===== src/rtl/cp0_exception_ctrl_pkg.sv =====
// Shared definitions for the CP0 exception sequencer.
//   - ExcCode values written into Cause.ExcCode
//   - Status / Cause bit positions used for interrupt qualification
//   - bit positions inside the MEM-stage exception flag vector
//   - FSM state type and the default exception entry vector
package cp0_exception_ctrl_pkg;

  localparam logic [31:0] EXC_VECTOR_DEF = 32'hBFC00380;

  // Cause.ExcCode values
  localparam logic [4:0] EXC_INT  = 5'd0;
  localparam logic [4:0] EXC_ADEL = 5'd4;
  localparam logic [4:0] EXC_ADES = 5'd5;
  localparam logic [4:0] EXC_SYS  = 5'd8;
  localparam logic [4:0] EXC_BP   = 5'd9;
  localparam logic [4:0] EXC_RI   = 5'd10;
  localparam logic [4:0] EXC_OV   = 5'd12;

  // Status / Cause bit positions
  localparam int ST_IE    = 0;
  localparam int ST_EXL   = 1;
  localparam int ST_IM_LO = 8;
  localparam int CA_IP_LO = 8;

  // Bit positions in mem_exc_i = {eret,ades,adel_d,ov,ri,adel_f,brk}
  localparam int EB_BRK    = 0;
  localparam int EB_ADEL_F = 1;
  localparam int EB_RI     = 2;
  localparam int EB_OV     = 3;
  localparam int EB_ADEL_D = 4;
  localparam int EB_ADES   = 5;
  localparam int EB_ERET   = 6;

  typedef enum logic [1:0] {
    S_IDLE  = 2'd0,
    S_ENTER = 2'd1,
    S_HOLD  = 2'd2
  } exc_state_e;

  // EPC for a delay-slot instruction points at the branch; wraps modulo 2^32.
  function automatic logic [31:0] epc_of(input logic [31:0] pc, input logic in_ds);
    return in_ds ? (pc - 32'd4) : pc;
  endfunction

endpackage


===== src/rtl/cp0_int_sync.sv =====
// Two-flop synchroniser for the hardware interrupt lines.
//   clk, rst  : clock, synchronous active-high reset
//   async_in  : asynchronous interrupt lines
//   sync_out  : synchronised lines, two cycles behind async_in
module cp0_int_sync #(
  parameter int WIDTH = 6
) (
  input  logic             clk,
  input  logic             rst,
  input  logic [WIDTH-1:0] async_in,
  output logic [WIDTH-1:0] sync_out
);

  logic [WIDTH-1:0] meta_p0;

  always_ff @(posedge clk) begin
    if (rst) begin
      meta_p0  <= '0;
      sync_out <= '0;
    end else begin
      meta_p0  <= async_in;
      sync_out <= meta_p0;
    end
  end

endmodule


===== src/rtl/cp0_exception_ctrl.sv =====
// Precise exception / interrupt / ERET sequencer at the MEM stage.
// Priority-encodes the MEM-stage exception flags together with the
// synchronised hardware interrupts, then issues a one-cycle CP0 update
// strobe plus a pipeline flush and redirect PC. Status/Cause/EPC inputs
// come from the CP0 bypass path so in-flight MTC0 writes are honoured.
//   Inputs : clk, rst, mem_valid_i, mem_exc_i, mem_sys_i, mem_pc_i,
//            mem_in_ds_i, mem_bad_vaddr_i, hw_int_i, cp0_status_i,
//            cp0_cause_i, cp_epc_i
//   Outputs: flush_o, redirect_pc_o, exc_we_o, exc_code_o, exc_epc_o,
//            exc_bd_o, exc_epc_we_o, badvaddr_we_o, exc_badvaddr_o,
//            eret_o, int_pending_o (all registered)
module cp0_exception_ctrl
  import cp0_exception_ctrl_pkg::*;
#(
  parameter logic [31:0] EXC_VECTOR   = EXC_VECTOR_DEF,
  parameter int          FLUSH_CYCLES = 1
) (
  input  logic        clk,
  input  logic        rst,
  input  logic        mem_valid_i,
  input  logic [6:0]  mem_exc_i,
  input  logic        mem_sys_i,
  input  logic [31:0] mem_pc_i,
  input  logic        mem_in_ds_i,
  input  logic [31:0] mem_bad_vaddr_i,
  input  logic [5:0]  hw_int_i,
  input  logic [31:0] cp0_status_i,
  input  logic [31:0] cp0_cause_i,
  input  logic [31:0] cp_epc_i,
  output logic        flush_o,
  output logic [31:0] redirect_pc_o,
  output logic        exc_we_o,
  output logic [4:0]  exc_code_o,
  output logic [31:0] exc_epc_o,
  output logic        exc_bd_o,
  output logic        exc_epc_we_o,
  output logic        badvaddr_we_o,
  output logic [31:0] exc_badvaddr_o,
  output logic        eret_o,
  output logic [5:0]  int_pending_o
);

  exc_state_e  state;
  logic [1:0]  hold_cnt;

  logic        int_req;
  logic [7:0]  ip_vec;
  logic        take;
  logic        is_eret;
  logic [4:0]  code_sel;
  logic        bv_we_sel;
  logic [31:0] bv_sel;
  logic        unused_bits;

  assign unused_bits = ^{cp0_status_i[31:16], cp0_status_i[7:2],
                         cp0_cause_i[31:10], cp0_cause_i[7:0]};

  cp0_int_sync #(.WIDTH(6)) u_int_sync (
    .clk      (clk),
    .rst      (rst),
    .async_in (hw_int_i),
    .sync_out (int_pending_o)
  );

  // Hardware lines feed IP[7:2]; the software bits IP[1:0] come from Cause.
  assign ip_vec  = {int_pending_o, cp0_cause_i[CA_IP_LO+1:CA_IP_LO]};
  assign int_req = mem_valid_i & cp0_status_i[ST_IE] & ~cp0_status_i[ST_EXL] &
                   (|(cp0_status_i[ST_IM_LO+7:ST_IM_LO] & ip_vec));
  assign take    = (state == S_IDLE) & mem_valid_i &
                   (int_req | (|mem_exc_i) | mem_sys_i);

  // Priority encoder: an interrupt beats every synchronous exception so the
  // faulting instruction simply re-executes after the handler returns.
  always_comb begin
    is_eret   = 1'b0;
    code_sel  = EXC_INT;
    bv_we_sel = 1'b0;
    bv_sel    = mem_bad_vaddr_i;
    if (int_req) begin
      code_sel = EXC_INT;
    end else if (mem_exc_i[EB_ADEL_F]) begin
      code_sel  = EXC_ADEL;
      bv_we_sel = 1'b1;
      bv_sel    = mem_pc_i;
    end else if (mem_exc_i[EB_RI]) begin
      code_sel = EXC_RI;
    end else if (mem_exc_i[EB_OV]) begin
      code_sel = EXC_OV;
    end else if (mem_sys_i) begin
      code_sel = EXC_SYS;
    end else if (mem_exc_i[EB_BRK]) begin
      code_sel = EXC_BP;
    end else if (mem_exc_i[EB_ADEL_D]) begin
      code_sel  = EXC_ADEL;
      bv_we_sel = 1'b1;
    end else if (mem_exc_i[EB_ADES]) begin
      code_sel  = EXC_ADES;
      bv_we_sel = 1'b1;
    end else begin
      is_eret = mem_exc_i[EB_ERET];
    end
  end

  always_ff @(posedge clk) begin
    if (rst) begin
      state          <= S_IDLE;
      hold_cnt       <= 2'd0;
      flush_o        <= 1'b0;
      redirect_pc_o  <= EXC_VECTOR;
      exc_we_o       <= 1'b0;
      exc_code_o     <= 5'd0;
      exc_epc_o      <= 32'd0;
      exc_bd_o       <= 1'b0;
      exc_epc_we_o   <= 1'b0;
      badvaddr_we_o  <= 1'b0;
      exc_badvaddr_o <= 32'd0;
      eret_o         <= 1'b0;
    end else begin
      exc_we_o      <= 1'b0;
      exc_epc_we_o  <= 1'b0;
      badvaddr_we_o <= 1'b0;
      eret_o        <= 1'b0;
      unique case (state)
        // IDLE -> ENTER: capture the winning event
        S_IDLE: begin
          if (take) begin
            state   <= S_ENTER;
            flush_o <= 1'b1;
            if (is_eret) begin
              eret_o        <= 1'b1;
              redirect_pc_o <= cp_epc_i;
            end else begin
              exc_we_o       <= 1'b1;
              exc_code_o     <= code_sel;
              exc_epc_o      <= epc_of(mem_pc_i, mem_in_ds_i);
              exc_bd_o       <= mem_in_ds_i;
              exc_epc_we_o   <= ~cp0_status_i[ST_EXL];
              badvaddr_we_o  <= bv_we_sel;
              exc_badvaddr_o <= bv_sel;
              redirect_pc_o  <= EXC_VECTOR;
            end
          end
        end
        // ENTER -> HOLD/IDLE: strobes drop, flush may be extended
        S_ENTER: begin
          if (FLUSH_CYCLES > 0) begin
            state    <= S_HOLD;
            hold_cnt <= 2'(FLUSH_CYCLES - 1);
          end else begin
            state   <= S_IDLE;
            flush_o <= 1'b0;
          end
        end
        // HOLD -> IDLE: count out the extra flush cycles
        S_HOLD: begin
          if (hold_cnt == 2'd0) begin
            state   <= S_IDLE;
            flush_o <= 1'b0;
          end else begin
            hold_cnt <= hold_cnt - 2'd1;
          end
        end
        default: begin
          state   <= S_IDLE;
          flush_o <= 1'b0;
        end
      endcase
    end
  end

endmodule


===== config.mk =====
export PLATFORM = sky130hd
export DESIGN_NAME = cp0_exception_ctrl
export DESIGN_NICKNAME = d
export VERILOG_FILES = /design/src/rtl/cp0_exception_ctrl_pkg.sv /design/src/rtl/cp0_int_sync.sv /design/src/rtl/cp0_exception_ctrl.sv
export SDC_FILE = /design/constraint.sdc
export NUM_CORES = 1
export LEC_CHECK = 0
export BUFFER_PORTS_ARGS = -buffer_cell sky130_fd_sc_hd__buf_4
export CORE_AREA = 2 2 112 114
export DETAILED_ROUTE_END_ITERATION = 8
export DIE_AREA = 0 0 114 116
export HOLD_SLACK_MARGIN = 0.02
export MAX_ROUTING_LAYER = met4
export PLACE_DENSITY = 0.84
export SKIP_CTS_REPAIR_TIMING = 1
export SYNTH_ARGS = -nofsm -noshare
export SYNTH_HDL_FRONTEND = slang
export SYNTH_SLANG_ARGS = --single-unit

===== constraint.sdc =====
create_clock -name clk -period 5.39 [get_ports clk]
set_input_delay 0.2695 -clock clk [delete_from_list [all_inputs] [get_ports clk]]
set_output_delay 0.2695 -clock clk [all_outputs]
set_load 0.01 [all_outputs]

# ---- Word level (Yosys, flattened, before mapping)
# Index checks and enable logic that the tools add are counted.
dict set report totals {
  reg_bits 123
  in_bits 178
  output_inout_bits 113
  word_cells 84
}
dict set report classes {
  addsub 2
  eq_ne 5
  mux 37
  n_bitwise 13
  n_reduce_logical 13
}
# cell count
set ops {}
lappend ops {{2-to-1 mux 32 bit} 4}
lappend ops {{subtractor 32 x 3 -> 32 bit, second input constant} 1}
lappend ops {{2-to-1 mux 4 bit} 6}
lappend ops {{2-to-1 mux 1 bit} 19}
lappend ops {{bitwise AND 8 bit} 1}
lappend ops {{OR reduction 8 bit} 1}
lappend ops {{OR reduction 7 bit} 1}
lappend ops {{2-to-1 mux 2 bit} 3}
lappend ops {{2-to-1 mux 3 bit} 2}
lappend ops {{inequality test 2 bit, second input constant} 3}
lappend ops {{one-hot mux 2 bit (3 select lines)} 1}
lappend ops {{AND reduction 2 bit} 3}
lappend ops {{AND reduction 3 bit} 2}
lappend ops {{bitwise AND 1 bit} 5}
lappend ops {{inverter 1 bit} 5}
lappend ops {{OR reduction 5 bit} 1}
lappend ops {{logical NOT 2 bit} 2}
lappend ops {{one-hot mux 2 bit (2 select lines)} 1}
lappend ops {{OR reduction 4 bit} 1}
lappend ops {{one-hot mux 1 bit (3 select lines)} 1}
lappend ops {{OR reduction 3 bit} 1}
lappend ops {{== test 2 x 1 -> 1 bit, second input constant} 1}
lappend ops {{== test 2 bit, second input constant} 1}
lappend ops {{bitwise OR 1 bit} 2}
lappend ops {{other kinds (2)} 2}

# ---- Logic depth before layout (Yosys ltp)
# Gate-level depths: netlist (run 1).
dict set report depth {
  word_depth 10
  ltp_mapped 8
}

# ---- By module
# Synthesis (run 1) repeated with hierarchy kept, for this count alone.
dict set report hier_totals {
  cells_unflattened 521
  area_unflattened_um2 5312.6
}
# mod n_inst cells_each area_per_inst_um2 seq_area_each_um2
set by_module_without_submodules {}
lappend by_module_without_submodules {cp0_exception_ctrl 1 496 4946.0 2202.1}
lappend by_module_without_submodules {cp0_int_sync 1 25 366.6 240.2}

# ---- Least setup slack after synthesis (run 1)
# Ideal clock, no wire load.
dict set report synth_timing {
  path_kind {input port to flip-flop}
  from {in mem_exc_i[0]}
  to {reg exc_epc_o[13]}
  setup_ns 0.146
  arrival_time_ns 2.004
  path_slack_ns 3.240
  cell_stages 8
  path_buffers 3
  cell_sequence {or4_4 > or3_1 > buf_2 > a22o_1 > buf_4 > buf_2 > nor2_1 > a211oi_2}
}
dict set report synth_via {
  elab_chain_len 8
  word_cells_on_any_way 12
  classes_between {mux: 6; bitwise: 4; reduce/logical: 2}
}
# item line_no
set synth_rtl {}
lappend synth_rtl {{start, declared} cp0_exception_ctrl.sv:21} ;# input logic [6:0] mem_exc_i,
lappend synth_rtl {{2-to-1 mux 1 bit} cp0_exception_ctrl.sv:91} ;# end else if (mem_exc_i[EB_BRK]) begin
lappend synth_rtl {{2-to-1 mux 1 bit} cp0_exception_ctrl.sv:89} ;# end else if (mem_sys_i) begin
lappend synth_rtl {{2-to-1 mux 1 bit} cp0_exception_ctrl.sv:87} ;# end else if (mem_exc_i[EB_OV]) begin
lappend synth_rtl {{2-to-1 mux 1 bit} cp0_exception_ctrl.sv:85} ;# end else if (mem_exc_i[EB_RI]) begin
lappend synth_rtl {{2-to-1 mux 1 bit} cp0_exception_ctrl.sv:81} ;# end else if (mem_exc_i[EB_ADEL_F]) begin
lappend synth_rtl {{2-to-1 mux 1 bit} cp0_exception_ctrl.sv:79} ;# if (int_req) begin
lappend synth_rtl {{inverter 1 bit (no source line)} n/a}
lappend synth_rtl {{AND reduction 3 bit (no source line) *} n/a}
lappend synth_rtl {{end signal, assigned} cp0_exception_ctrl.sv:135} ;# exc_epc_o <= epc_of(mem_pc_i, mem_in_ds_i);
lappend synth_rtl {{end, declared} cp0_exception_ctrl.sv:34} ;# output logic [31:0] exc_epc_o,
# Mark *: on every way between the ends. The rest lies on a longest branch, timed or not.
# A chain may end at the register's enable or synchronous reset.

# ---- Worst setup path after layout (run 1)
dict set report layout_timing {
  from {reg state[1]}
  to {reg exc_badvaddr_o[26]}
}
dict set report layout_via {
  elab_chain_len 4
}
# item line_no
set layout_rtl {}
lappend layout_rtl {{start, declared} cp0_exception_ctrl.sv:43} ;# exc_state_e state;
lappend layout_rtl {{start signal, assigned} cp0_exception_ctrl.sv:106} ;# state <= S_IDLE;
lappend layout_rtl {{start signal, assigned} cp0_exception_ctrl.sv:127} ;# state <= S_ENTER;
lappend layout_rtl {{start signal, assigned} cp0_exception_ctrl.sv:147} ;# state <= S_HOLD;
lappend layout_rtl {{logical NOT 2 bit *} {cp0_exception_ctrl.sv:69, cp0_exception_ctrl.sv:123}}
lappend layout_rtl {{bitwise AND 1 bit (2 in a row)} cp0_exception_ctrl.sv:69} ;# assign take = (state == S_IDLE) & mem_valid_i &
lappend layout_rtl {{AND reduction 3 bit (no source line) *} n/a}
lappend layout_rtl {{end signal, assigned} cp0_exception_ctrl.sv:139} ;# exc_badvaddr_o <= bv_sel;
lappend layout_rtl {{end, declared} cp0_exception_ctrl.sv:38} ;# output logic [31:0] exc_badvaddr_o,
# Marks and branches as above.

==> results of run 1 <==
final timing paths:
kind,to,slack (ns),depth (start not counted)
worst max-delay path,exc_badvaddr_o[26],2.17,3
worst min-delay path,exc_epc_we_o,0.06,2
worst max register to register,exc_badvaddr_o[26],2.17,3
worst min register to register,u_int_sync.sync_out[0],0.44,1
logic make-up after synthesis:
| kind of cell | count (synthesis) |
|---|---|
| DFF | 122 |
| AOI/OAI and AO/OA | 152 |
| buffers and inverters | 79 |
| and+or+nand+nor | 167 |
| muxes | 4 |
| adders and majority gates | 2 |
| xor gates and xnor gates | 26 |
| other | 1 |
cell usage in the layout, fill, tap and decap left out, types with 3 or more instances in the layout:
cell type / count
buf_4: 242
dfxtp_1: 122
nor2_1: 55
a21oi_1: 43
inv_1: 36
o221a_2: 31
nand3_1: 31
a211oi_2: 27
a22o_1: 20
xor2_1: 18
nand2_1: 17
clkbuf_16: 17
o21ai_0: 14
nor2b_1: 14
nor3_1: 13
xnor2_1: 8
nand4_1: 6
a22oi_1: 4
nand3b_1: 4
mux2i_1: 4
nand4b_1: 4
clkinv_4: 4
clkinv_2: 4
or4_1: 3
nor4_1: 3
power groups by stage:
stage | clock [mW] | sequential (mW) | combinational, mW
after CTS | 1.10 | 1.00 | 0.432
after global routing | 1.15 | 1.01 | 0.464
after floorplan | 0 | 1.04 | 0.190
after detailed placement | 0 | 1.02 | 0.429
final | 1.09 | 1.00 | 0.430
after global placement | 0 | 1.02 | 0.414
through the flow:
stage / instance area [um^2] / util, % / hold slack, ns / cells / worst slack [ns]
finish: 7660 / 64.3 / 0.0623 / 929 / 2.17
floorplan: 5310 / - / 0.349 / 553 / 3.24
global placement: 7090 / 59.5 / 0.419 / 899 / 2.39
detailed placement: 7090 / 59.5 / 0.425 / 899 / 2.22
CTS: 7650 / 64.2 / 0.0363 / 929 / 2.21
global route: 7660 / 64.3 / 0.0487 / 929 / 2.00
layout make-up:
class                           instances  area (um^2)  area share [%]
Clock buffer                           19          443            5.78
Clock inverter                         11          124            1.62
Inverter                               36          135            1.76
Multi-Input combinational cell        352         2510            32.8
Sequential cell                       122         2440            31.9
Tap cell                              147          184            2.40
Timing Repair Buffer                  242         1820            23.7
state kept, by name, indices dropped and copies added (netlist names), 2 cells and up:
| register | cells |
|---|---|
| hold_cnt | 2 |
| redirect_pc_o | 32 |
| exc_epc_o | 32 |
| state | 2 |
| u_int_sync.meta_p0 | 6 |
| exc_code_o | 4 |
| u_int_sync.sync_out | 6 |
| exc_badvaddr_o | 32 |
routing by layer:
| layer | vias to the layer above | wire (um) | track usage (%) |
|---|---|---|---|
| met4 | 0 | 342 | 9.76 |
| met2 | 228 | 8340 | 41.7 |
| li1 | 2423 | - | - |
| met5 | - | 0 | - |
| met3 | 30 | 1100 | 5.81 |
| met1 | 2409 | 6500 | 28.0 |
==> out/metrics.yaml, run 1 <==
drt:
  drtPass1Iterations: 6
  wl_per_cell_um: 17.5
  via_count: 5090
  drt-total-wl_mm: 16.3
  post_drt_via_cell_ratio: 5.48
  ant_nets: 0
  drcViolationCount: 0
  drt_iter0_markers: 387
clock_tree:
  clkLatencyLatePin_ns: 0.42
  root_buffer: "clkbuf_16"
  htreeDepth: 4
  clock_path_buffers: 2
  path_clk_slew_ns: 0.05
  cts_tree: "done"
  cts_buffers: 17
  clock_sinks: 122
pwr:
  power_leakage_nw: 3.28
  switchingPower_mw: 0.652
  p_seq_share_pct: 39.7
  clockPowerShare_pct: 43.2
  power.density_nw_per_um2: 329
  power_mw: 2.52
  sw_frac_of_total_pct: 25.9
  comb_power_share_pct: 17.1
  ir_drop_mv: 0.198
  p_int_mw: 1.87
sta:
  period_share_pct: 59.8
  maxSlewViolCount: 0
  setup_tns_ns: 0
  hold_viol: 0
  setup_viol: 0
  slew_headroom_pct: 16.5
  rsz0062_at_grt: "false"
  fin_crit_ns: 3.22
  fmax_mhz: 310
  tightest_slew_ns: 1.25
  finClkSkew_ns: 0.0101
outcome:
  outcome: "finished, final reports clean"
setup_path:
  critPathBufInv: 0
  cp.required_ns: 5.68
  crit_arrival_ns: 3.52
  critPathTopFamily: "simple AND/OR/NAND/NOR gates"
  endpoint_kind: "flip-flop"
  cp_slowest_cell: "nand2_1"
  worstPathCellList: "nor3b_2, nand2_1, o221a_2"
  critPathKind: "flip-flop to flip-flop"
  slowest_delay_ns: 1.12
  r2r_start: "state[1]"
  startpoint_type: "flip-flop"
  crit_path_start: "state[1]"
  critical_path.max_fanout: 31
global_routing:
  grt_pass1_wl_mm: 24.6
  grt_pass1_vias: 4991
  antenna_found_initial: 0
  grt-ovfl-total: 0
  grt_max_degree: 93
  grt_usage_pct: 24.5
synthesis:
  synth_compound_area_share_pct: 24.5
  synthTopCellsByCount: "dfxtp_1, nor2_1, a21oi_1"
  yosys.area_share.simple_pct: 17.1
  async_reset_ff_share_pct: 0
  synth_largest_type_area_fraction_pct: 46.0
  synth_top_family_by_area: "compound AO/OA/AOI/OAI gates"
  yosysWarningCount: 0
  syn-cell-area_um2: 5310
  synth_xor_area_share_pct: 4.29
  synth_seq_cells: 122
  synthMuxAreaShare_pct: 0.754
  syn_avg_cell_area_um2: 9.60
  syn-num-nets: 733
  ys_seq_area_share_pct: 46.0
  synth_edf_count: 0
  synth_cells: 553
  ys_types: 54
  synth_most_common_cell: "dfxtp_1"
  ys.flop_type: "dfxtp_1"
  synthAdderAreaFrac_pct: 0.471
  synth.largest_area_cell: "dfxtp_1"
  netlist_top_cells_area: "dfxtp_1, o221a_2, a211oi_2"
layout:
  nFillCells: 960
  area_growth_pct: 44.3
  nets: 951
  drive_gt1_share_pct: 44.0
  antennaDiodeCount: 0
job:
  cap_violations: 0
floorplanning:
  ios: 291
  start_util_pct: 44.6
  core_um2: 11900
  dieWidth_um: 114
  die_y_um: 116
  dieArea_um2: 13200
  rows: 40
placed_design:
  post-dp-hpwl_mm: 11.5
  place_congestion: 0.789
  port_buffers: 237
min_path:
  min_path_type: "primary input to flip-flop"
  hp-start: "cp0_status_i[1]"
(Power assumes the default switching activity.)
==> inputs of run 2 (changes only) <==
--- a/config.mk
+++ b/config.mk
@@ -5,13 +5,14 @@
 export SDC_FILE = /design/constraint.sdc
 export NUM_CORES = 1
 export LEC_CHECK = 0
+export ABC_AREA = 1
 export BUFFER_PORTS_ARGS = -buffer_cell sky130_fd_sc_hd__buf_4
-export CORE_AREA = 2 2 112 114
+export CORE_ASPECT_RATIO = 0.8
+export CORE_UTILIZATION = 42
 export DETAILED_ROUTE_END_ITERATION = 8
-export DIE_AREA = 0 0 114 116
 export HOLD_SLACK_MARGIN = 0.02
 export MAX_ROUTING_LAYER = met4
-export PLACE_DENSITY = 0.84
+export PLACE_DENSITY = 0.81
 export SKIP_CTS_REPAIR_TIMING = 1
 export SYNTH_ARGS = -nofsm -noshare
 export SYNTH_HDL_FRONTEND = slang
==> constraint.sdc (replaced) <==
create_clock -name clk -period 2.95 [get_ports clk]
set_input_delay 0.1475 -clock clk [delete_from_list [all_inputs] [get_ports clk]]
set_output_delay 0.1475 -clock clk [all_outputs]
set_load 0.01 [all_outputs]
==> out/metrics.yaml, run 2 <==
clock_tree:
  root_buffer: "clkbuf_16"
  clock_sinks: 122
  clkLatencyLatePin_ns: 0.41
  cts_buffers: 17
  clock_path_buffers: 2
  cts_tree: "done"
  path_clk_slew_ns: 0.06
  htreeDepth: 4
global_routing:
  grt_pass1_vias: 5679
  grt-ovfl-total: 0
  grt_max_degree: 60
  antenna_found_initial: 0
  grt_usage_pct: 24.3
  grt_pass1_wl_mm: 27.2
floorplanning:
  core_um2: 13700
  dieWidth_um: 136
  start_util_pct: 43.7
  ios: 291
  rows: 38
  dieArea_um2: 14800
  die_y_um: 109
setup_path:
  startpoint_type: "flip-flop"
  critical_path.max_fanout: 22
  cp.required_ns: 3.30
  crit_arrival_ns: 2.52
  critPathKind: "flip-flop to flip-flop"
  endpoint_kind: "flip-flop"
layout:
  utilization_pct: 64.4
  nFillCells: 1276
  nets: 1408
  largestRegisters: "exc_badvaddr_o x32, exc_epc_o x32, redirect_pc_o x32"
  area_growth_pct: 47.5
  drive_gt1_share_pct: 23.5
  final_cell_mix: "nand2_1, buf_4, nor2_1"
  stdcell_count: 1421
  final_common_cell: "nand2_1"
  antennaDiodeCount: 0
  fin_area_um2: 8850
pwr:
  ir_drop_mv: 0.413
  power.density_nw_per_um2: 546
  power_leakage_nw: 4.63
  power_mw: 4.83
outcome:
  violations: "hold timing"
  outcome: "finished, violations left"
drt:
  wl_per_cell_um: 13.2
  drt-total-wl_mm: 18.8
  drt_iter0_markers: 512
  drcViolationCount: 0
  drtPass1Iterations: 7
  ant_nets: 0
  post_drt_via_cell_ratio: 4.74
  via_count: 6734
sta:
  slew_headroom_pct: 35.7
  setup_tns_ns: 0
  whs_ns: -0.00191
  fin_crit_ns: 2.17
  setup_viol: 0
  tightest_slew_ns: 0.964
  maxSlewViolCount: 0
  hold_viol: 1
  fmax_mhz: 461
  rsz0062_at_grt: "false"
  finClkSkew_ns: 0.00987
  period_share_pct: 73.5
synthesis:
  syn-num-nets: 1147
  ys_types: 28
  netlist_top_cells_area: "dfxtp_1, nand2_1, nor2_1"
  synth.largest_area_cell: "dfxtp_1"
  ys.flop_type: "dfxtp_1"
  synth_edf_count: 0
  syn_avg_cell_area_um2: 6.20
  syn-cell-area_um2: 6000
  async_reset_ff_share_pct: 0
  synth_largest_type_area_fraction_pct: 40.7
  synthTopCellsByCount: "nand2_1, nor2_1, inv_1"
  yosysWarningCount: 0
  ys_seq_area_share_pct: 40.7
  synth_most_common_cell: "nand2_1"
  synth_cells: 967
  synth_seq_cells: 122
min_path:
  min_path_type: "primary input to flip-flop"
placed_design:
  dp_cells: 1349
  placed_area_um2: 7850
  port_buffers: 237
  post-dp-hpwl_mm: 13.0
  place_congestion: 0.934
job:
  cap_violations: 0
-- run 2: cell types whose count changed after synthesis, moves of 26 or more --
cell      before  now
o21ai_0       14   54
nor2_1        55  185
nand3_1       31   60
nand2_1       17  296
o221a_2       31    0
a211oi_2      26    0
inv_1         36  133
-- run 2: final timing paths --
check / cells past startpoint / endpoint / slack (ns) / start
setup / recovery: 10 / redirect_pc_o[11] / 0.78 / u_int_sync.sync_out[3]
hold / removal: 3 / redirect_pc_o[9] / -0.002 / cp_epc_i[9]
setup reg to reg: 10 / redirect_pc_o[11] / 0.78 / u_int_sync.sync_out[3]
hold reg to reg: 2 / u_int_sync.sync_out[3] / 0.40 / u_int_sync.meta_p0[3]
-- run 2: cells by family after synthesis --
kind of cell               count (synthesis)  synth area share [%]
buffers and inverters                    180                  12.6
and+or+nand+nor                          566                  37.8
adders and majority gates                  2                 0.417
DFF                                      122                  40.7
xor gates and xnor gates                   5                 0.730
AOI/OAI and AO/OA                         91                  7.70
other                                      1                0.0625
-- run 2: area by class of cell --
| class | instances | area (um^2) | share of cell area (%) |
|---|---|---|---|
| repair buffers | 286 | 2260 | 25.5 |
| clock inverters | 13 | 169 | 1.91 |
| multi-input cells | 665 | 2810 | 31.7 |
| flip-flops and latches | 122 | 2440 | 27.6 |
| inverters | 136 | 510 | 5.77 |
| well taps | 180 | 225 | 2.55 |
| clock buffers | 19 | 433 | 4.89 |
-- run 2: through the flow --
stage / hold slack, ns / setup WS (ns)
finish: -0.00191 / 0.781
global route: 0.0357 / 0.597
CTS: -0.0992 / 0.798
detailed placement: 0.331 / 0.825
global placement: 0.331 / 0.843
floorplan: 0.220 / 1.48
-- run 2: report_power, final --
| part | leakage [nW] | internal [mW] | switching (mW) |
|---|---|---|---|
| Clock | 0.280 | 1.34 | 0.813 |
| Sequential | 1.01 | 1.76 | 0.0582 |
| Combinational | 3.34 | 0.408 | 0.455 |
-- run 2: critical path, stage by stage, from the launching register on --
cell and delay [ns]:
dfxtp_1 0.34, nand2_1 0.06, nand2_1 0.06, nor2_1 0.04, nand2_1 0.07, nand2_2 0.17, nand2_1 0.19, nand2_2 0.07
nor2_2 0.74, nand3_1 0.21, nand2_1 0.13
-- run 2: routing by layer --
metal	share of wire, %	global-route usage, %	vias to the layer above	wire, um
met5	0	-	-	0
met4	2.0	7.95	0	371
met3	9.3	6.74	32	1750
met2	46	38.2	286	8640
met1	43	30.2	2964	8060
li1	-	-	3452	-
